--- src/rtl/booth_mul_pkg.sv ---
// Shared types for the round-robin Booth multiplier block.
// Holds the operand and product widths, the FSM encoding and the captured-operand struct.
package booth_mul_pkg;

  localparam int OP_W = 16;

  typedef logic signed [OP_W-1:0]   operand_t;
  typedef logic signed [2*OP_W-1:0] product_t;

  typedef enum logic [1:0] {
    IDLE = 2'd0,
    MUL  = 2'd1,
    OUT  = 2'd2
  } state_t;

  typedef struct packed {
    operand_t a;
    operand_t b;
  } op_t;

endpackage

--- src/rtl/booth_mul_arbiter_rr_arbiter.sv ---
// Round-robin pick: first asserted req starting at ptr and wrapping; purely combinational.
// No state and no backpressure; the caller owns the pointer update.
module rr_arbiter #(
  parameter int N   = 4,
  parameter int IDW = $clog2(N)
) (
  input  logic [N-1:0]   req,
  input  logic [IDW-1:0] ptr,
  output logic [N-1:0]   grant,
  output logic [IDW-1:0] grant_idx,
  output logic           any
);

  localparam int SW = IDW + 1;

  logic [IDW-1:0] cand [N];

  // cand[k] is the requester inspected k-th, i.e. (ptr + k) mod N.
  for (genvar k = 0; k < N; k++) begin : g_cand
    logic [SW-1:0] sum;
    assign sum     = {1'b0, ptr} + SW'(k);
    assign cand[k] = (sum >= SW'(N)) ? IDW'(sum - SW'(N)) : sum[IDW-1:0];
  end

  always_comb begin
    grant     = '0;
    grant_idx = '0;
    any       = 1'b0;
    for (int k = N - 1; k >= 0; k--) begin
      if (req[cand[k]]) begin
        grant           = '0;
        grant[cand[k]]  = 1'b1;
        grant_idx       = cand[k];
        any             = 1'b1;
      end
    end
  end

endmodule

--- src/rtl/boothmul.sv ---
// Combinational radix-4 Booth multiplier, signed 16x16 -> 32, full precision.
// Zero latency and no flow control; the caller budgets the path as a multicycle.
module boothmul
  import booth_mul_pkg::*;
(
  input  operand_t a,
  input  operand_t b,
  output product_t p
);

  localparam int NPP = OP_W / 2;

  logic [OP_W:0] bx;
  product_t      ax;
  product_t      pp [NPP];

  assign bx = {b, 1'b0};
  assign ax = {{OP_W{a[OP_W-1]}}, a};

  // Each overlapping 3-bit group of b selects 0, +-a or +-2a.
  always_comb begin
    for (int i = 0; i < NPP; i++) begin
      case (bx[2*i +: 3])
        3'b001, 3'b010: pp[i] = ax;
        3'b011:         pp[i] = ax <<< 1;
        3'b100:         pp[i] = -(ax <<< 1);
        3'b101, 3'b110: pp[i] = -ax;
        default:        pp[i] = '0;
      endcase
    end
  end

  always_comb begin
    p = '0;
    for (int i = 0; i < NPP; i++) begin
      p = p + (pp[i] <<< (2*i));
    end
  end

endmodule

--- src/rtl/booth_mul_arbiter.sv ---
// Shares one Booth multiplier among N_REQ requesters round-robin; accept-to-rsp_valid is MUL_WAIT+1 cycles.
// Only accepts in IDLE; rsp_ready low parks the block in OUT with the response held stable.
module booth_mul_arbiter
  import booth_mul_pkg::*;
#(
  parameter int N_REQ    = 4,
  parameter int ID_W     = $clog2(N_REQ),
  parameter int MUL_WAIT = 2
) (
  input  logic                  clk,
  input  logic                  rst_n,
  input  logic [N_REQ-1:0]      req_valid,
  output logic [N_REQ-1:0]      req_ready,
  input  logic [OP_W*N_REQ-1:0] req_a,
  input  logic [OP_W*N_REQ-1:0] req_b,
  output logic                  rsp_valid,
  input  logic                  rsp_ready,
  output logic [ID_W-1:0]       rsp_id,
  output logic [31:0]           rsp_prod,
  output logic                  busy
);

  localparam int               CNT_W    = (MUL_WAIT > 1) ? $clog2(MUL_WAIT) : 1;
  localparam logic [CNT_W-1:0] CNT_INIT = CNT_W'(MUL_WAIT - 1);

  state_t           state;
  logic [ID_W-1:0]  rr_ptr;
  logic [ID_W-1:0]  op_id;
  logic [CNT_W-1:0] cnt;
  op_t              op;

  logic [N_REQ-1:0] win_oh;
  logic [ID_W-1:0]  win_idx;
  logic [ID_W-1:0]  next_ptr;
  logic             win_any;
  op_t              win_op;
  product_t         prod;

  rr_arbiter #(
    .N   (N_REQ),
    .IDW (ID_W)
  ) u_arb (
    .req       (req_valid),
    .ptr       (rr_ptr),
    .grant     (win_oh),
    .grant_idx (win_idx),
    .any       (win_any)
  );

  assign win_op.a = req_a[win_idx*OP_W +: OP_W];
  assign win_op.b = req_b[win_idx*OP_W +: OP_W];
  assign next_ptr = (win_idx == ID_W'(N_REQ - 1)) ? '0 : win_idx + 1'b1;

  assign req_ready = (state == IDLE) ? win_oh : '0;
  assign busy      = (state != IDLE);

  // op is only written in IDLE, so the multiplier inputs are frozen for all of MUL.
  boothmul u_mul (
    .a (op.a),
    .b (op.b),
    .p (prod)
  );

  always_ff @(posedge clk) begin
    if (!rst_n) begin
      state     <= IDLE;
      rr_ptr    <= '0;
      op        <= '0;
      op_id     <= '0;
      cnt       <= '0;
      rsp_valid <= 1'b0;
      rsp_id    <= '0;
      rsp_prod  <= '0;
    end else begin
      case (state)
        IDLE: begin
          if (win_any) begin
            op     <= win_op;
            op_id  <= win_idx;
            rr_ptr <= next_ptr;
            cnt    <= CNT_INIT;
            state  <= MUL;
          end
        end
        MUL: begin
          if (cnt == '0) begin
            rsp_prod  <= prod;
            rsp_id    <= op_id;
            rsp_valid <= 1'b1;
            state     <= OUT;
          end else begin
            cnt <= cnt - 1'b1;
          end
        end
        OUT: begin
          if (rsp_ready) begin
            rsp_valid <= 1'b0;
            state     <= IDLE;
          end
        end
        default: state <= IDLE;
      endcase
    end
  end

endmodule

--- config.mk ---
export PLATFORM = sky130hd
export DESIGN_NAME = booth_mul_arbiter
export DESIGN_NICKNAME = d
export VERILOG_FILES = /design/src/rtl/booth_mul_pkg.sv /design/src/rtl/booth_mul_arbiter_rr_arbiter.sv /design/src/rtl/boothmul.sv /design/src/rtl/booth_mul_arbiter.sv
export SDC_FILE = /design/constraint.sdc
export NUM_CORES = 1
export LEC_CHECK = 0
export CAP_MARGIN = 10
export CELL_PAD_IN_SITES_DETAIL_PLACEMENT = 0
export CELL_PAD_IN_SITES_GLOBAL_PLACEMENT = 1
export CORE_ASPECT_RATIO = 0.75
export CORE_MARGIN = 2
export CORE_UTILIZATION = 43
export DETAILED_ROUTE_END_ITERATION = 7
export GPL_ROUTABILITY_DRIVEN = 0
export MAX_ROUTING_LAYER = met4
export PLACE_DENSITY_LB_ADDON = 0.25
export SLEW_MARGIN = 20
export SYNTH_ARGS = -nofsm -noshare
export SYNTH_HDL_FRONTEND = slang
export SYNTH_SLANG_ARGS = --single-unit
export TNS_END_PERCENT = 100
--- constraint.sdc ---
create_clock -name clk -period 7.82 [get_ports clk]
set_input_delay 2.346 -clock clk [delete_from_list [all_inputs] [get_ports clk]]
set_output_delay 2.346 -clock clk [all_outputs]
set_load 0.01 [all_outputs]
======== Word level (Yosys, flattened, before mapping) ========
Index checks and enable logic that the tools add are counted.
Widths: inputs -> output; s select.
word-level totals
  register bits after elaboration ......... 74
  input bits .............................. 135
operators by class
  add/subtract/negate cells ............... 18
  order comparisons ....................... 12
  equality and inequality tests ........... 51
  shift operators ......................... 2
  muxes and demuxes ....................... 52
  bitwise logic cells ..................... 1
  reductions and logical operators ........ 27
operators by type and width
  kind                count
  $add 32x32->32      7
  $shiftx 64x7->16    2
  $pmux 30 s4         1
  $pmux 28 s4         1
  $pmux 26 s4         1
  $pmux 24 s4         1
  $pmux 32 s3         1
  $pmux 22 s4         1
  $pmux 20 s4         1
  $pmux 18 s4         1
  $eq 3x3->1 const B  21
  $eq 3x2->1 const B  14
  $neg 16->32         1
  $neg 17->32         1
  $reduce_or 2->1     14
  $mux 2              12
  $eq 3x1->1 const B  7
  $mux 4              5
  $mux 1              16
  $lt 2x3->1 const B  4
  $ge 3x3->1 const B  3
  $bmux 1 s2          4
  $demux 1 s2         4
  $eq 2x2->1 const B  4
  18 further kinds    36

======== Logic depth before layout (Yosys ltp) ========
  depth in word-level cells ............... 12
  mapped depth ............................ 29

======== Hierarchy ========
A second synthesis with hierarchy kept.
second synthesis, totals
  cells, all modules ...................... 1975
  area, all modules ....................... 15144.5 um2
modules (own cells, without submodules)
  module             instances  cells each  area each (um2)  seq. area each (um2)
  boothmul           1          1612        11287.1          0.0
  booth_mul_arbiter  1          302         3348.2           1481.4
  rr_arbiter         1          61          509.2            0.0

======== Worst setup path before layout ========
OpenSTA, ideal clock, no wires.
  path kind ............................... flip-flop to flip-flop
  from .................................... reg op[18] (netlist bit)
  to ...................................... reg rsp_prod[30]
  arrival ................................. 6.531 ns
  path slack .............................. 1.170 ns
  cell stages (with the launch flop) ...... 27
  path through ............................ dfxtp_1 > buf_2 > nor4_4 > nand2_2 > or4_1 > or3_4 > xnor2_2 > buf_4 > a221oi_1 > a21o_1 > fa_1 > inv_1 > fa_1 > fa_1 > inv_1 > fa_1 > inv_1 > ha_1 > a21o_1 > a21o_1 > a21oi_1 > inv_1 > a31oi_1 > o221ai_1 > o31ai_1 > nor4b_1 > o31a_1
between the ends
  longest elaborated chain between the ends .. 9
  elaborated cells on any way between the ends .. 17
  those cells by class .................... 9 x add/sub; 8 x mux
RTL lines
  what                                               RTL line                        source
  start: declaration                                 booth_mul_arbiter.sv:30         op_t op;
  start signal: assignment                           booth_mul_arbiter.sv:78         op <= win_op;
  $neg 17->32 / $neg 16->32 (equally long branches)  boothmul.sv:26, boothmul.sv:27
  $pmux 30 s4 / $pmux 32 s3 (equally long branches)  boothmul.sv:23                  case (bx[2*i +: 3])
  $add 32x32->32 (6 in a row)                        boothmul.sv:36                  p = p + (pp[i] <<< (2*i));
  $add 32x32->32 *                                   boothmul.sv:36
  end signal: assignment                             booth_mul_arbiter.sv:87         rsp_prod <= prod;
  end: declaration                                   booth_mul_arbiter.sv:19         output logic [31:0] rsp_prod,
Every way passes the cells marked *; elsewhere a longest branch is shown, timed or not.
A chain may end at the register's enable or synchronous reset.

======== Worst setup path after layout ========
  from .................................... reg op[18] (netlist bit)
  to ...................................... reg rsp_prod[31]
The elaborated chain is that of the path after synthesis.

==> out/results.txt <==
GRT met2 Usage: 46.6%
Async S/R FF share, synth: 0%
Final min period: 7.37 ns
Largest net degree at the start of global routing: 78
Synth cell types: 77
Top-count cell post-synth: nand2_1
Ys Warns: 0
Layout Nets: 2,644
Port Buffers: 174
Crit Path Max Fanout: 8
GRT overflow: 0
Met1 Resource Use GR: 47.6%
Number of global-route vias before repair: 15,817
DR pass1 iterations: 7
Die ar.: 0.0380 mm²
Tightest Pin Transition: 1.23 ns
Site Rows: 60
R2R Path End: rsp_prod[31]
WP data arrival: 7.61 ns
Drc violations: 0
DIE HEIGHT: 169 µm
Tcrit/Tclk final: 94.2%
CTS tree: yes
Final hold vios: 0
Yosys reg bits: 74
Commonest cells post-synth: nand2_1, a21oi_1, clkbuf_1, o21ai_0, inv_1
TNS Setup: 0 ns
DR vias: 17,188
Core Area: 0.0359 mm²
Area grow syn2layout: 15.7%
Global-route wire length before repair: 95,700 µm
Clock root cell: clkbuf_16
EDFF count, synth: 0
# hold bufs at CTS: 0
CTS H-tree lvls: 3
Clock sink count: 74
Worst r2r src: op[18]
Busiest layer in global routing: met1
Worst hold start: rsp_prod[13]
Vias per inst: 6.16
CTS max path bufs: 2
CTS clock-pin slew for the worst setup and hold paths: 0.06 ns
Status: complete, no violations
Clock Skew: 0.0105 ns
Max-cap violations: 0
Diode count: 0
Worst setup path class: reg2reg
Most used DFF post-synth: dfxtp_1
Sequential-to-total area share from yosys stat: 9.45%
Unrepaired setup endpoints after global routing: false
Crit path capture type: flip-flop
Post-Route WL: 61,300 µm
Initial antenna violation count: 0
Syn_nets: 2,591
Horiz. Die Dim: 224 µm
Largest cells by area after synthesis: fa_1, nand2_1, dfxtp_1
R2R cell count: 26
Initial cell density of the core: 43.7%
Fillers: 3,631
Num CTS Buffers: 9
Required @ worst endpoint: 8.07 ns
Syn Area/Cell: 6.92 µm²
Worst rel slew slack: 17.2%
Yosys top cell area share: 16.7%
Setup-failing EPs final: 0
Tot GR Track Use: 33.4%
Dpl hpwl: 47,300 µm
Share of layout cells above drive strength 1: 7.40%
Met3 Resource Use GR: 9.90%
Hold path endpoint: rsp_prod[13]
Setup slack, reg-to-reg: 0.45 ns
Initial DRC count: 2,610
Io pins: 175
Worst Hold Depth: 2
Synthesized instance count: 2,267
Worst Hold Class: reg2reg
Startpoint types: flip-flop
Clock Latency Late Sink: 0.36 ns
Mapped Area: 0.0157 mm²
WL per Instance: 22.0 µm
Max Slew Vio Count: 0
Post-route ant nets: 0
Synth area leader: fa_1
Max Clock Freq: 136 MHz
## placed cells by master (no fill, tap or decap), drive strengths merged, types with 25 or more instances in the layout
master,n
dfxtp,74
o22ai,36
a211oi,25
o211ai,47
nor2,164
clkdlybuf4s50,173
a21boi,55
nand3,50
xnor2,53
nand2,413
xor2,30
o21ai,186
fa,131
a221oi,27
inv,171
buf,84
a21oi,199
ha,58
a21o,26
mux2i,52
## final cells by class
cell class | instances | area [µm²] | area share (%)
Timing Repair Buffer | 257 | 2380 | 13.1
Sequential cell | 74 | 1490 | 8.22
Multi-Input combinational cell | 1800 | 12700 | 70.3
Tap cell | 465 | 582 | 3.21
Clock buffer | 9 | 225 | 1.24
Clock inverter | 6 | 42.5 | 0.235
Inverter | 178 | 668 | 3.68
## critical path, stage by stage, from the launching register on
cell and delay, ns:
dfxtp_1 0.33, nor4_4 0.33, buf_4 0.20, nand2_2 0.16
nor3_2 0.41, nand2_1 0.23, xnor2_1 0.73, buf_4 0.29
o21ai_0 0.09, o21ai_0 0.11, a21oi_1 0.13, fa_1 0.63
fa_1 0.46, fa_1 0.55, inv_1 0.08, fa_1 0.54
inv_1 0.05, ha_1 0.36, a21o_1 0.18, a21o_1 0.17
a21o_1 0.20, a211oi_1 0.28, o31a_1 0.23, a21o_1 0.16
o21ai_0 0.11, xnor2_1 0.16, a21oi_1 0.08
## cell families after synthesis
group	share of synthesized area [%]
xor gates and xnor gates	5.02
buffers and inverters	9.48
muxes	4.97
DFF	9.45
adders and majority gates	21.4
and+or+nand+nor	18.9
AOI/OAI and AO/OA	30.8
## flip-flops by register name, summed over array words and instances (netlist names)
| name | flops |
|---|---|
| cnt | 1 |
| op_id | 2 |
| rsp_valid | 1 |
| state | 2 |
| op | 32 |
| rsp_id | 2 |
| rsp_prod | 32 |
| rr_ptr | 2 |
## timing repair
item                                    4_1_cts  5_1_grt
endpoints found under the setup margin        0        1
buffers inserted                              0        0
resized for setup                             0        1
## routing by layer
metal	wire length, µm	vias to the layer above
li1	-	7908
met3	8230	92
met4	1140	0
met2	25300	1009
met1	26600	8179
met5	0	-
## metrics by stage
stage	instance area, µm²	hold WS, ns	utilization [%]	setup slack, ns	cells
floorplan	15700	0.438	-	1.17	2267
global placement	17900	0.455	49.8	0.589	2774
detailed placement	17900	0.460	49.8	0.539	2774
CTS	18100	0.472	50.5	0.470	2789
global route	18100	0.496	50.5	0.0383	2789
finish	18100	0.465	50.5	0.454	2789
## worst max path at each step
| stage | slack [ns] | from | cells past startpoint | to |
|---|---|---|---|---|
| final | 0.45 | op[18] | 26 | rsp_prod[31] |
| after global routing | 0.04 | op[16] | 24 | rsp_prod[30] |
| after CTS | 0.47 | op[16] | 24 | rsp_prod[30] |
| after detailed placement | 0.54 | op[16] | 24 | rsp_prod[30] |
| after global placement | 0.59 | op[16] | 24 | rsp_prod[30] |
| after floorplan | 1.17 | op[18] | 26 | rsp_prod[30] |
Power is left out: the tool's default activity adds up to more than one toggle a clock period on the data nets, which glitch-free logic cannot reach.
